`config.mk`:
```
export PLATFORM = sky130hd
export DESIGN_NAME = muldiv_unit_flat
export DESIGN_NICKNAME = d
export VERILOG_FILES = /design/src/rtl/muldiv_pkg.sv /design/src/rtl/muldiv_if.sv /design/src/rtl/muldiv_div_core.sv /design/src/rtl/muldiv_unit.sv /design/src/flat_wrapper.sv
export SDC_FILE = /design/constraint.sdc
export NUM_CORES = 2
export LEC_CHECK = 0
export CELL_PAD_IN_SITES_DETAIL_PLACEMENT = 2
export CELL_PAD_IN_SITES_GLOBAL_PLACEMENT = 2
export CORE_UTILIZATION = 41
export DETAILED_ROUTE_END_ITERATION = 7
export PLACE_DENSITY_LB_ADDON = 0.08
export SYNTH_ARGS = -nofsm -noshare
export SYNTH_HDL_FRONTEND = slang
export SYNTH_SLANG_ARGS = --single-unit
```
`constraint.sdc`:
```
create_clock -name clk -period 14.35 [get_ports clk]
set_input_delay 2.1525 -clock clk [delete_from_list [all_inputs] [get_ports clk]]
set_output_delay 2.1525 -clock clk [all_outputs]
set_load 0.01 [all_outputs]
```
`src/rtl/muldiv_pkg.sv`:
```
// Shared types for the EX-stage multiply/divide unit.
// MULDIV_ACC_EN enables the multiply-accumulate op codes.
package muldiv_pkg;

  typedef enum logic [2:0] {
    MD_MULT  = 3'd0,
    MD_MULTU = 3'd1,
    MD_DIV   = 3'd2,
    MD_DIVU  = 3'd3,
    MD_MADD  = 3'd4,
    MD_MADDU = 3'd5,
    MD_MSUB  = 3'd6,
    MD_MSUBU = 3'd7
  } muldiv_op_t;

  typedef enum logic [1:0] {
    S_IDLE,
    S_MUL,
    S_DIV,
    S_DONE
  } state_t;

  // Odd encodings are the unsigned variants.
  function automatic logic op_is_signed(muldiv_op_t op);
    return ~op[0];
  endfunction

  function automatic logic op_is_div(muldiv_op_t op);
    return (op == MD_DIV) || (op == MD_DIVU);
  endfunction

  function automatic logic op_is_acc(muldiv_op_t op);
    return op[2];
  endfunction

  function automatic logic op_is_sub(muldiv_op_t op);
    return op[2] & op[1];
  endfunction

  function automatic logic op_is_legal(muldiv_op_t op);
`ifdef MULDIV_ACC_EN
    return (op == op);
`else
    return ~op[2];
`endif
  endfunction

endpackage

```
`src/rtl/muldiv_if.sv`:
```
// Request/response bundle between the EX stage and muldiv_unit.
interface muldiv_if #(
  parameter int unsigned WIDTH = 32
);
  import muldiv_pkg::*;

  logic               start_i;
  muldiv_op_t         op_i;
  logic [WIDTH-1:0]   a_i;
  logic [WIDTH-1:0]   b_i;
  logic [2*WIDTH-1:0] acc_i;
  logic               flush_i;
  logic               ready_i;
  logic               busy_o;
  logic               valid_o;
  logic [2*WIDTH-1:0] result_o;
  logic               div_zero_o;

  modport master (
    output start_i, op_i, a_i, b_i, acc_i, flush_i, ready_i,
    input  busy_o, valid_o, result_o, div_zero_o
  );

  modport slave (
    input  start_i, op_i, a_i, b_i, acc_i, flush_i, ready_i,
    output busy_o, valid_o, result_o, div_zero_o
  );

endinterface

```
`src/rtl/muldiv_div_core.sv`:
```
// Unsigned restoring radix-2 divider: one quotient bit per cycle, done pulse after WIDTH steps.
module muldiv_div_core #(
  parameter int unsigned WIDTH = 32
) (
  input  logic             clk,
  input  logic             rst,
  input  logic             start_i,
  input  logic [WIDTH-1:0] dividend_i,
  input  logic [WIDTH-1:0] divisor_i,
  output logic             done_o,
  output logic [WIDTH-1:0] quo_o,
  output logic [WIDTH-1:0] rem_o
);

  localparam int unsigned CNT_W = $clog2(WIDTH + 1);

  logic [WIDTH-1:0] quo_q, rem_q, dvs_q;
  logic [CNT_W-1:0] cnt_q;
  logic             run_q, done_q;
  logic [WIDTH:0]   part_c, diff_c;

  // Shift the next dividend bit into the partial remainder and trial-subtract.
  assign part_c = {rem_q, quo_q[WIDTH-1]};
  assign diff_c = part_c - {1'b0, dvs_q};

  always_ff @(posedge clk or posedge rst) begin
    if (rst) begin
      quo_q  <= '0;
      rem_q  <= '0;
      dvs_q  <= '0;
      cnt_q  <= '0;
      run_q  <= 1'b0;
      done_q <= 1'b0;
    end else if (start_i) begin
      quo_q  <= dividend_i;
      rem_q  <= '0;
      dvs_q  <= divisor_i;
      cnt_q  <= '0;
      run_q  <= 1'b1;
      done_q <= 1'b0;
    end else begin
      done_q <= 1'b0;
      if (run_q) begin
        quo_q <= {quo_q[WIDTH-2:0], ~diff_c[WIDTH]};
        rem_q <= diff_c[WIDTH] ? part_c[WIDTH-1:0] : diff_c[WIDTH-1:0];
        cnt_q <= cnt_q + CNT_W'(1);
        if (cnt_q == CNT_W'(WIDTH - 1)) begin
          run_q  <= 1'b0;
          done_q <= 1'b1;
        end
      end
    end
  end

  assign done_o = done_q;
  assign quo_o  = quo_q;
  assign rem_o  = rem_q;

endmodule

```
`src/rtl/muldiv_unit.sv`:
```
// Multi-cycle signed/unsigned multiply/divide engine with HI/LO-style 2*WIDTH result.
// Define MULDIV_ACC_EN to add MADD/MADDU/MSUB/MSUBU (acc_i +/- product).
module muldiv_unit
  import muldiv_pkg::*;
#(
  parameter int unsigned WIDTH   = 32,
  parameter int unsigned MUL_LAT = 3
) (
  input  logic     clk,
  input  logic     rst,
  muldiv_if.slave  bus
);

  localparam int unsigned DW    = 2 * WIDTH;
  localparam int unsigned CNT_W = $clog2(MUL_LAT + 2);

  state_t           state_q;
  logic             busy_q, valid_q, dz_q, bzero_q, ill_q, a_neg_q, q_neg_q;
  logic [WIDTH-1:0] a_q;
  logic [DW-1:0]    result_q;
  logic [DW-1:0]    pipe_q [MUL_LAT];
  logic [CNT_W-1:0] cnt_q;
`ifdef MULDIV_ACC_EN
  muldiv_op_t       op_q;
  logic [DW-1:0]    acc_q;
`endif

  logic             sgn_c, a_neg_c, b_neg_c, accept_c, div_go_c, div_done;
  logic [DW-1:0]    prod_c, mul_res_c;
  logic [WIDTH-1:0] a_abs_c, b_abs_c, quo, rem, quo_fix_c, rem_fix_c;
  logic [CNT_W-1:0] lat_c;

  assign sgn_c    = op_is_signed(bus.op_i);
  assign a_neg_c  = sgn_c & bus.a_i[WIDTH-1];
  assign b_neg_c  = sgn_c & bus.b_i[WIDTH-1];
  assign prod_c   = {{WIDTH{a_neg_c}}, bus.a_i} * {{WIDTH{b_neg_c}}, bus.b_i};
  assign a_abs_c  = a_neg_c ? (-bus.a_i) : bus.a_i;
  assign b_abs_c  = b_neg_c ? (-bus.b_i) : bus.b_i;
  assign accept_c = bus.start_i & ~bus.flush_i &
                    ((state_q == S_IDLE) | ((state_q == S_DONE) & bus.ready_i));
  assign div_go_c = accept_c & op_is_div(bus.op_i) & (bus.b_i != '0);

  // Magnitude quotient is negated when operand signs differ; remainder follows the dividend.
  assign quo_fix_c = q_neg_q ? (-quo) : quo;
  assign rem_fix_c = a_neg_q ? (-rem) : rem;

  muldiv_div_core #(.WIDTH(WIDTH)) u_div_core (
    .clk        (clk),
    .rst        (rst),
    .start_i    (div_go_c),
    .dividend_i (a_abs_c),
    .divisor_i  (b_abs_c),
    .done_o     (div_done),
    .quo_o      (quo),
    .rem_o      (rem)
  );

  // Cycles spent in S_MUL after the accept edge, minus one.
  always_comb begin
    lat_c = CNT_W'(MUL_LAT - 1);
`ifdef MULDIV_ACC_EN
    if (op_is_acc(bus.op_i)) lat_c = CNT_W'(MUL_LAT);
`endif
    if (!op_is_legal(bus.op_i)) lat_c = '0;
  end

  always_comb begin
    mul_res_c = pipe_q[MUL_LAT-1];
`ifdef MULDIV_ACC_EN
    if (op_is_acc(op_q)) begin
      mul_res_c = op_is_sub(op_q) ? (acc_q - pipe_q[MUL_LAT-1]) : (acc_q + pipe_q[MUL_LAT-1]);
    end
`endif
    if (ill_q) mul_res_c = '0;
  end

  // Product retiming chain; the last stage holds once the chain has filled.
  always_ff @(posedge clk or posedge rst) begin
    if (rst) begin
      for (int i = 0; i < int'(MUL_LAT); i++) pipe_q[i] <= '0;
    end else begin
      if (accept_c) pipe_q[0] <= prod_c;
      if (state_q == S_MUL) begin
        for (int i = 1; i < int'(MUL_LAT); i++) pipe_q[i] <= pipe_q[i-1];
      end
    end
  end

  always_ff @(posedge clk or posedge rst) begin
    if (rst) begin
      state_q  <= S_IDLE;
      busy_q   <= 1'b0;
      valid_q  <= 1'b0;
      dz_q     <= 1'b0;
      bzero_q  <= 1'b0;
      ill_q    <= 1'b0;
      a_neg_q  <= 1'b0;
      q_neg_q  <= 1'b0;
      a_q      <= '0;
      result_q <= '0;
      cnt_q    <= '0;
`ifdef MULDIV_ACC_EN
      op_q     <= MD_MULT;
      acc_q    <= '0;
`endif
    end else if (bus.flush_i) begin
      state_q <= S_IDLE;
      busy_q  <= 1'b0;
      valid_q <= 1'b0;
      dz_q    <= 1'b0;
    end else begin
      unique case (state_q)
        S_MUL: begin
          if (cnt_q == '0) begin
            state_q  <= S_DONE;
            valid_q  <= 1'b1;
            result_q <= mul_res_c;
          end else begin
            cnt_q <= cnt_q - CNT_W'(1);
          end
        end
        S_DIV: begin
          if (bzero_q) begin
            state_q  <= S_DONE;
            valid_q  <= 1'b1;
            dz_q     <= 1'b1;
            result_q <= {a_q, {WIDTH{1'b1}}};
          end else if (div_done) begin
            state_q  <= S_DONE;
            valid_q  <= 1'b1;
            result_q <= {rem_fix_c, quo_fix_c};
          end
        end
        S_DONE: begin
          if (bus.ready_i) begin
            state_q <= S_IDLE;
            busy_q  <= 1'b0;
            valid_q <= 1'b0;
            dz_q    <= 1'b0;
          end
        end
        default: ;
      endcase
      // A new op overrides the DONE->IDLE return on a back-to-back handshake.
      if (accept_c) begin
        state_q <= op_is_div(bus.op_i) ? S_DIV : S_MUL;
        busy_q  <= 1'b1;
        valid_q <= 1'b0;
        dz_q    <= 1'b0;
        bzero_q <= (bus.b_i == '0);
        ill_q   <= ~op_is_legal(bus.op_i);
        a_neg_q <= a_neg_c;
        q_neg_q <= a_neg_c ^ b_neg_c;
        a_q     <= bus.a_i;
        cnt_q   <= lat_c;
`ifdef MULDIV_ACC_EN
        op_q    <= bus.op_i;
        acc_q   <= bus.acc_i;
`endif
      end
    end
  end

  assign bus.busy_o     = busy_q;
  assign bus.valid_o    = valid_q;
  assign bus.result_o   = result_q;
  assign bus.div_zero_o = dz_q;

endmodule

```
`src/flat_wrapper.sv`:
```
// flat-port wrapper written by rule: the top's interface ports become plain ports
module muldiv_unit_flat import muldiv_pkg::*;
#(
  parameter int unsigned WIDTH   = 32,
  parameter int unsigned MUL_LAT = 3
)
  (clk, rst, bus_start_i, bus_op_i, bus_a_i, bus_b_i, bus_acc_i, bus_flush_i, bus_ready_i, bus_busy_o, bus_valid_o, bus_result_o, bus_div_zero_o);
  muldiv_if #(.WIDTH(WIDTH)) bus_i ();
  input  logic clk;
  input  logic rst;
  input wire logic [$bits(bus_i.start_i)-1:0] bus_start_i;
  input wire logic [$bits(bus_i.op_i)-1:0] bus_op_i;
  input wire logic [$bits(bus_i.a_i)-1:0] bus_a_i;
  input wire logic [$bits(bus_i.b_i)-1:0] bus_b_i;
  input wire logic [$bits(bus_i.acc_i)-1:0] bus_acc_i;
  input wire logic [$bits(bus_i.flush_i)-1:0] bus_flush_i;
  input wire logic [$bits(bus_i.ready_i)-1:0] bus_ready_i;
  output wire logic [$bits(bus_i.busy_o)-1:0] bus_busy_o;
  output wire logic [$bits(bus_i.valid_o)-1:0] bus_valid_o;
  output wire logic [$bits(bus_i.result_o)-1:0] bus_result_o;
  output wire logic [$bits(bus_i.div_zero_o)-1:0] bus_div_zero_o;
  assign bus_i.start_i = bus_start_i;
  assign bus_i.op_i = bus_op_i;
  assign bus_i.a_i = bus_a_i;
  assign bus_i.b_i = bus_b_i;
  assign bus_i.acc_i = bus_acc_i;
  assign bus_i.flush_i = bus_flush_i;
  assign bus_i.ready_i = bus_ready_i;
  assign bus_busy_o = bus_i.busy_o;
  assign bus_valid_o = bus_i.valid_o;
  assign bus_result_o = bus_i.result_o;
  assign bus_div_zero_o = bus_i.div_zero_o;
  muldiv_unit #(.WIDTH(WIDTH), .MUL_LAT(MUL_LAT)) u_core (.clk(clk), .rst(rst), .bus(bus_i));
endmodule
```
; ---- Yosys cells after proc, flatten, opt, wreduce, memory -nomap -nowiden
; Cells that the tools add are included.
[op_classes]
add_sub_neg = 7
mux = 48
n_eq_ne = 13
bitwise = 12
multipliers = 1
reduce_logical = 18
[ops]
columns = cell, count
row1 = $mux 32, 9
row2 = $mux 64, 4
row3 = $neg 32->32, 4
row4 = $pmux 64 s2, 1
row5 = $mul 33x33->64, 1
row6 = $sub 33x32->33, 1
row7 = $logic_not 32->1, 1
row8 = $reduce_bool 32->1, 1
row9 = $mux 1, 18
row10 = $mux 2, 8
row11 = $mux 6, 2
row12 = $mux 3, 3
row13 = $ne 4x3->1 const B, 2
row14 = $reduce_and 4->1, 2
row15 = $and 1x1->1, 7
row16 = $add 6x1->6 const B, 1
row17 = $eq 3x2->1 const B, 2
row18 = $eq 6x5->1 const B, 1
row19 = $pmux 2 s3, 1
row20 = $reduce_and 3->1, 2
row21 = $reduce_bool 2->1, 3
row22 = $reduce_bool 3->1, 2
row23 = $ne 5x3->1 const B, 1
row24 = $reduce_bool 5->1, 1
row25 = 17 further kinds, 21
[word_totals]
out_inout_bits = 67
register_bits = 404
elab_cells = 119

; ---- Depth between registers and ports, before layout
[depth]
word_depth = 7
ltp_mapped = 32
depth_no_buf = 27

; ---- Modules after synthesis
; A second synthesis with hierarchy kept.
[unflattened]
cells_unflattened = 6767
area_unflattened_um2 = 59256.8
[by_module_without_submodules]
columns = mod, area_per_inst_um2, instances, cells_each
row1 = muldiv_unit, 52755.6, 1, 6003
row2 = muldiv_div_core, 6501.2, 1, 764

; ---- Least setup slack after synthesis
; No wires, ideal clock.
[synth_timing]
path_kind = input -> register
startpoint = in bus_a_i[31]
endpoint = reg u_core.pipe_q[191] in the netlist's numbering
setup_slack_ps = 3955
t_arrival_ps = 10258
cell_stages = 28
setup_ps = 136
n_path_buf = 4
cell_sequence = clkbuf_1 > nor2b_1 > clkbuf_1 > clkbuf_1 > clkbuf_1 > nand2_1 > inv_1 > fa_1 > fa_1 > fa_1 > inv_1 > fa_1 > inv_1 > fa_1 > fa_1 > inv_1 > fa_1 > fa_1 > inv_1 > ha_1 > and3_1 > nand2_1 > a21oi_1 > a211oi_1 > or2_2 > and3_1 > nor3_1 > or3b_2
[synth_between]
elab_chain_cells = 2
[synth_rtl]
columns = item, line
row1 = from (decl), flat_wrapper.sv:13  ; input wire logic [$bits(bus_i.a_i)-1:0] bus_a_i;
row2 = $and 1x1->1, muldiv_unit.sv:34  ; assign a_neg_c = sgn_c & bus.a_i[WIDTH-1];
row3 = $mul 33x33->64 (*), muldiv_unit.sv:36  ; assign prod_c = {{WIDTH{a_neg_c}}, bus.a_i} * {{WIDTH{b_neg_c}}, bus.b_i};
row4 = to (decl), muldiv_unit.sv:21  ; logic [DW-1:0] pipe_q [MUL_LAT];
; Mark *: on every way between the ends. The rest lies on a longest branch, timed or not.
; A chain may end at the register's enable or synchronous reset.

; ---- Worst setup path in the final report
[layout_timing]
startpoint = in bus_b_i[10]
endpoint = reg u_core.pipe_q[184] in the netlist's numbering
[layout_between]
elab_chain_cells = 1
[layout_rtl]
columns = item, line
row1 = from (decl), flat_wrapper.sv:14  ; input wire logic [$bits(bus_i.b_i)-1:0] bus_b_i;
row2 = $mul 33x33->64, muldiv_unit.sv:36
; No other way between the ends.

==> impl_metrics.tcl <==
set metrics [dict create \
    outcome "finished clean" \
    vias 46200 \
    most-common-layout-cells "nand2_1, inv_1, fa_1" \
    min_from "u_core.pipe_q[187]$_DFFE_PP0P_" \
    reg2reg_from "u_core.u_div_core.quo_o[31]$_DFFE_PP0P_" \
    critPathLaunchType "input pin" \
    fp.dieW_um 381 \
    die_h_um 381 \
    crit_top_cell "fa_1" \
    synthFlopType "dfrtp_1" \
    drv_slew 0 \
    post_route_cells_drive_above_1_share_pct 3.98 \
    clock_sinks 404 \
    clockBufferDepth 3 \
    reg2reg_to "u_core.u_div_core.rem_o[27]$_DFFE_PP0P_" \
    mostFrequentLayoutCell "nand2_1" \
    rows 138 \
    rsz0062_at_grt "false" \
    port_buffers 138 \
    cts_buffers 49 \
    ys_ff_latch 404 \
    endpoint_kind "flop" \
    hpwl_um 168000 \
    worst-path-max-fanout 16 \
    async_reset_ff_share_pct 100 \
    syn_area_um2 59000 \
    initialDrtViolationCount 2284 \
    yosysWarnings 0 \
    finalCritPeriodShare_pct 79.8 \
    max_clock_freq_mhz 87.4 \
    antenna_found_initial 13 \
    synth_nets 8221 \
    synth_cell_types 76 \
    setup_viol 0 \
    postRouteAntennaNets 0 \
    r2r_cells 14 \
    holdBufCountCts 0 \
    crit_start "bus_b_i[10]" \
    ios 203 \
    grt_pass1_vias 54400 \
    hold_path_class "flop to flop" \
    drt_first_pass_iters 5 \
    viasPerCell 5.43 \
    worstSkewPairLatency_ns 0.59 \
    gr-total-overflow 0 \
    path_class "input pin to flop" \
    synth_edf_count 0 \
    path_buf_inv 9 \
    cts_tree "done" \
    grt_usage_pct 30.2 \
    final.setup_skew_ns 0.0158 \
    nNetsFinal 8092 \
    core_area_um2 142000 \
    worstPathArrival_ns 11.87 \
    post_cts_buffers 0 \
    grt_pass1_wl_um 334000 \
    htree_levels 2 \
    drv_cap 0 \
    slowest_delay_ns 1.16 \
    cpLargestDelayFamily "adder cells" \
    fp.dieArea_um2 145000 \
    grt_max_degree 165 \
    hold_depth 2 \
    cts_resized 0 \
    wl_per_cell_um 25.1 \
    synth-seq-area-share_pct 17.1 \
    hold_violations 0 \
    relSlewSlack_pct 21.5 \
    crit_path_top_delay_cell "clkdlybuf4s50_1" \
    postSynthCellCount 6708 \
    period_minus_slack_ns 11.44 \
    min_to "u_core.pipe_q[123]$_DFFE_PP0P_" \
    place_congestion 0.874 \
    initial_core_util_pct 41.5 \
    required_ns 14.78 \
    rrSetupSlack_ns 9.23 \
    tns_ns 0 \
    syn_to_final_growth_pct 7.65 \
    clk_pin_slew_worst_paths_ns 0.06 \
    cts_root_buffer "clkbuf_16" \
    worst_slew_pin_slew_ns 1.18 \
    wirelength_um 213000 \
    drc_errors 0 \
    postSynthAreaPerCell_um2 8.79 \
]
## cells by family after synthesis
| logic type | Yosys count | share of synthesized area [%] |
|---|---|---|
| multiplexers | 34 | 0.581 |
| buffers and inverters | 1608 | 10.3 |
| XOR/XNOR | 215 | 3.19 |
| AND/OR/NAND/NOR | 2279 | 17.1 |
| flip-flops | 404 | 17.1 |
| adder cells (fa/ha/maj) | 1377 | 43.6 |
| AO/OA/AOI/OAI | 791 | 8.19 |
## state kept, by name, summed over array words and instances (netlist names)
register	count
u_core.u_div_core.run_q	1
u_core.bus.valid_o	1
u_core.u_div_core.done_o	1
u_core.u_div_core.rem_o	32
u_core.bus.busy_o	1
u_core.bus.div_zero_o	1
u_core.cnt_q	3
u_core.u_div_core.dvs_q	32
u_core.ill_q	1
u_core.q_neg_q	1
u_core.u_div_core.quo_o	32
u_core.pipe_q	192
u_core.u_div_core.cnt_q	6
u_core.a_neg_q	1
u_core.a_q	32
u_core.bus.result_o	64
u_core.state_q	2
u_core.bzero_q	1
## worst max path at each step
stage | cells after the start | slack [ns] | endpoint
after floorplan | 1 | 0.96 | u_core.a_neg_q$_DFFE_PP0P_
after global placement | 27 | 2.37 | u_core.pipe_q[191]$_DFFE_PP0P_
after detailed placement | 27 | 2.18 | u_core.pipe_q[191]$_DFFE_PP0P_
after CTS | 27 | 2.79 | u_core.pipe_q[191]$_DFFE_PP0P_
after global routing | 26 | 2.35 | u_core.pipe_q[189]$_DFFE_PP0P_
final | 28 | 2.91 | u_core.pipe_q[184]$_DFFE_PP0P_
## worst register-to-register path, stage by stage (launching register included)
cell	delay [ns]
dfrtp_1	0.53
inv_1	0.10
ha_1	0.23
inv_1	0.08
fa_1	0.23
a211oi_1	0.13
o211ai_1	0.33
nand3_1	0.20
a211oi_1	0.73
o21ai_0	0.28
a21oi_1	0.59
o31ai_4	0.12
buf_4	0.28
nor3_1	0.91
a211oi_1	0.22
## cells in the mapped netlist (20+ instances only)
cell type	count	area, um2
buf_1	58	218
xor2_1	72	631
o21a_1	20	150
a31oi_1	73	457
nand2_1	1469	5510
a21o_1	44	330
nor3_1	34	170
a211oi_1	21	158
o21ai_0	288	1440
clkbuf_1	355	1330
mux2i_1	32	320
xnor2_1	143	1250
inv_1	1181	4430
dfrtp_1	404	10100
and3_1	25	156
fa_1	1126	22500
and2_1	362	2260
nor2_1	201	754
nand3_1	56	280
a21oi_1	169	846
o31ai_1	55	413
ha_1	251	3140
## stage by stage
stage | util (%) | area [um2] | instances | hold slack [ns] | setup WS, ns
2_1_floorplan | - | 59000 | 6708 | 0.430 | 0.960
3_3_place_gp | 43.5 | 61800 | 8418 | 0.442 | 2.37
3_5_place_dp | 43.5 | 61800 | 8418 | 0.457 | 2.18
4_1_cts | 44.7 | 63500 | 8505 | 0.472 | 2.79
5_1_grt | 44.7 | 63500 | 8506 | 0.488 | 2.35
6_report | 44.7 | 63500 | 8508 | 0.466 | 2.91
## metal layers
layer  wire, um  vias to the layer above  track usage [%]
met5         41                        -                0
met3       6140                      267             1.94
met2     109000                      741             53.9
met1      92000                    25200             39.3
met4       6260                        6             8.14
li1           -                    20000                -
## cell type report
cell class | instances | area (um2)
fill | 15600 | 78600
multi-input combinational | 4696 | 42900
sequential | 404 | 10100
inverter | 1185 | 4460
tap | 1890 | 2360
timing repair buffer | 243 | 1990
clock buffer | 78 | 1540
clock inverter | 9 | 145
antenna | 3 | 7.51
Power is left out: the tool's default activity adds up to more than one toggle a clock period on the data nets, which glitch-free logic cannot reach.
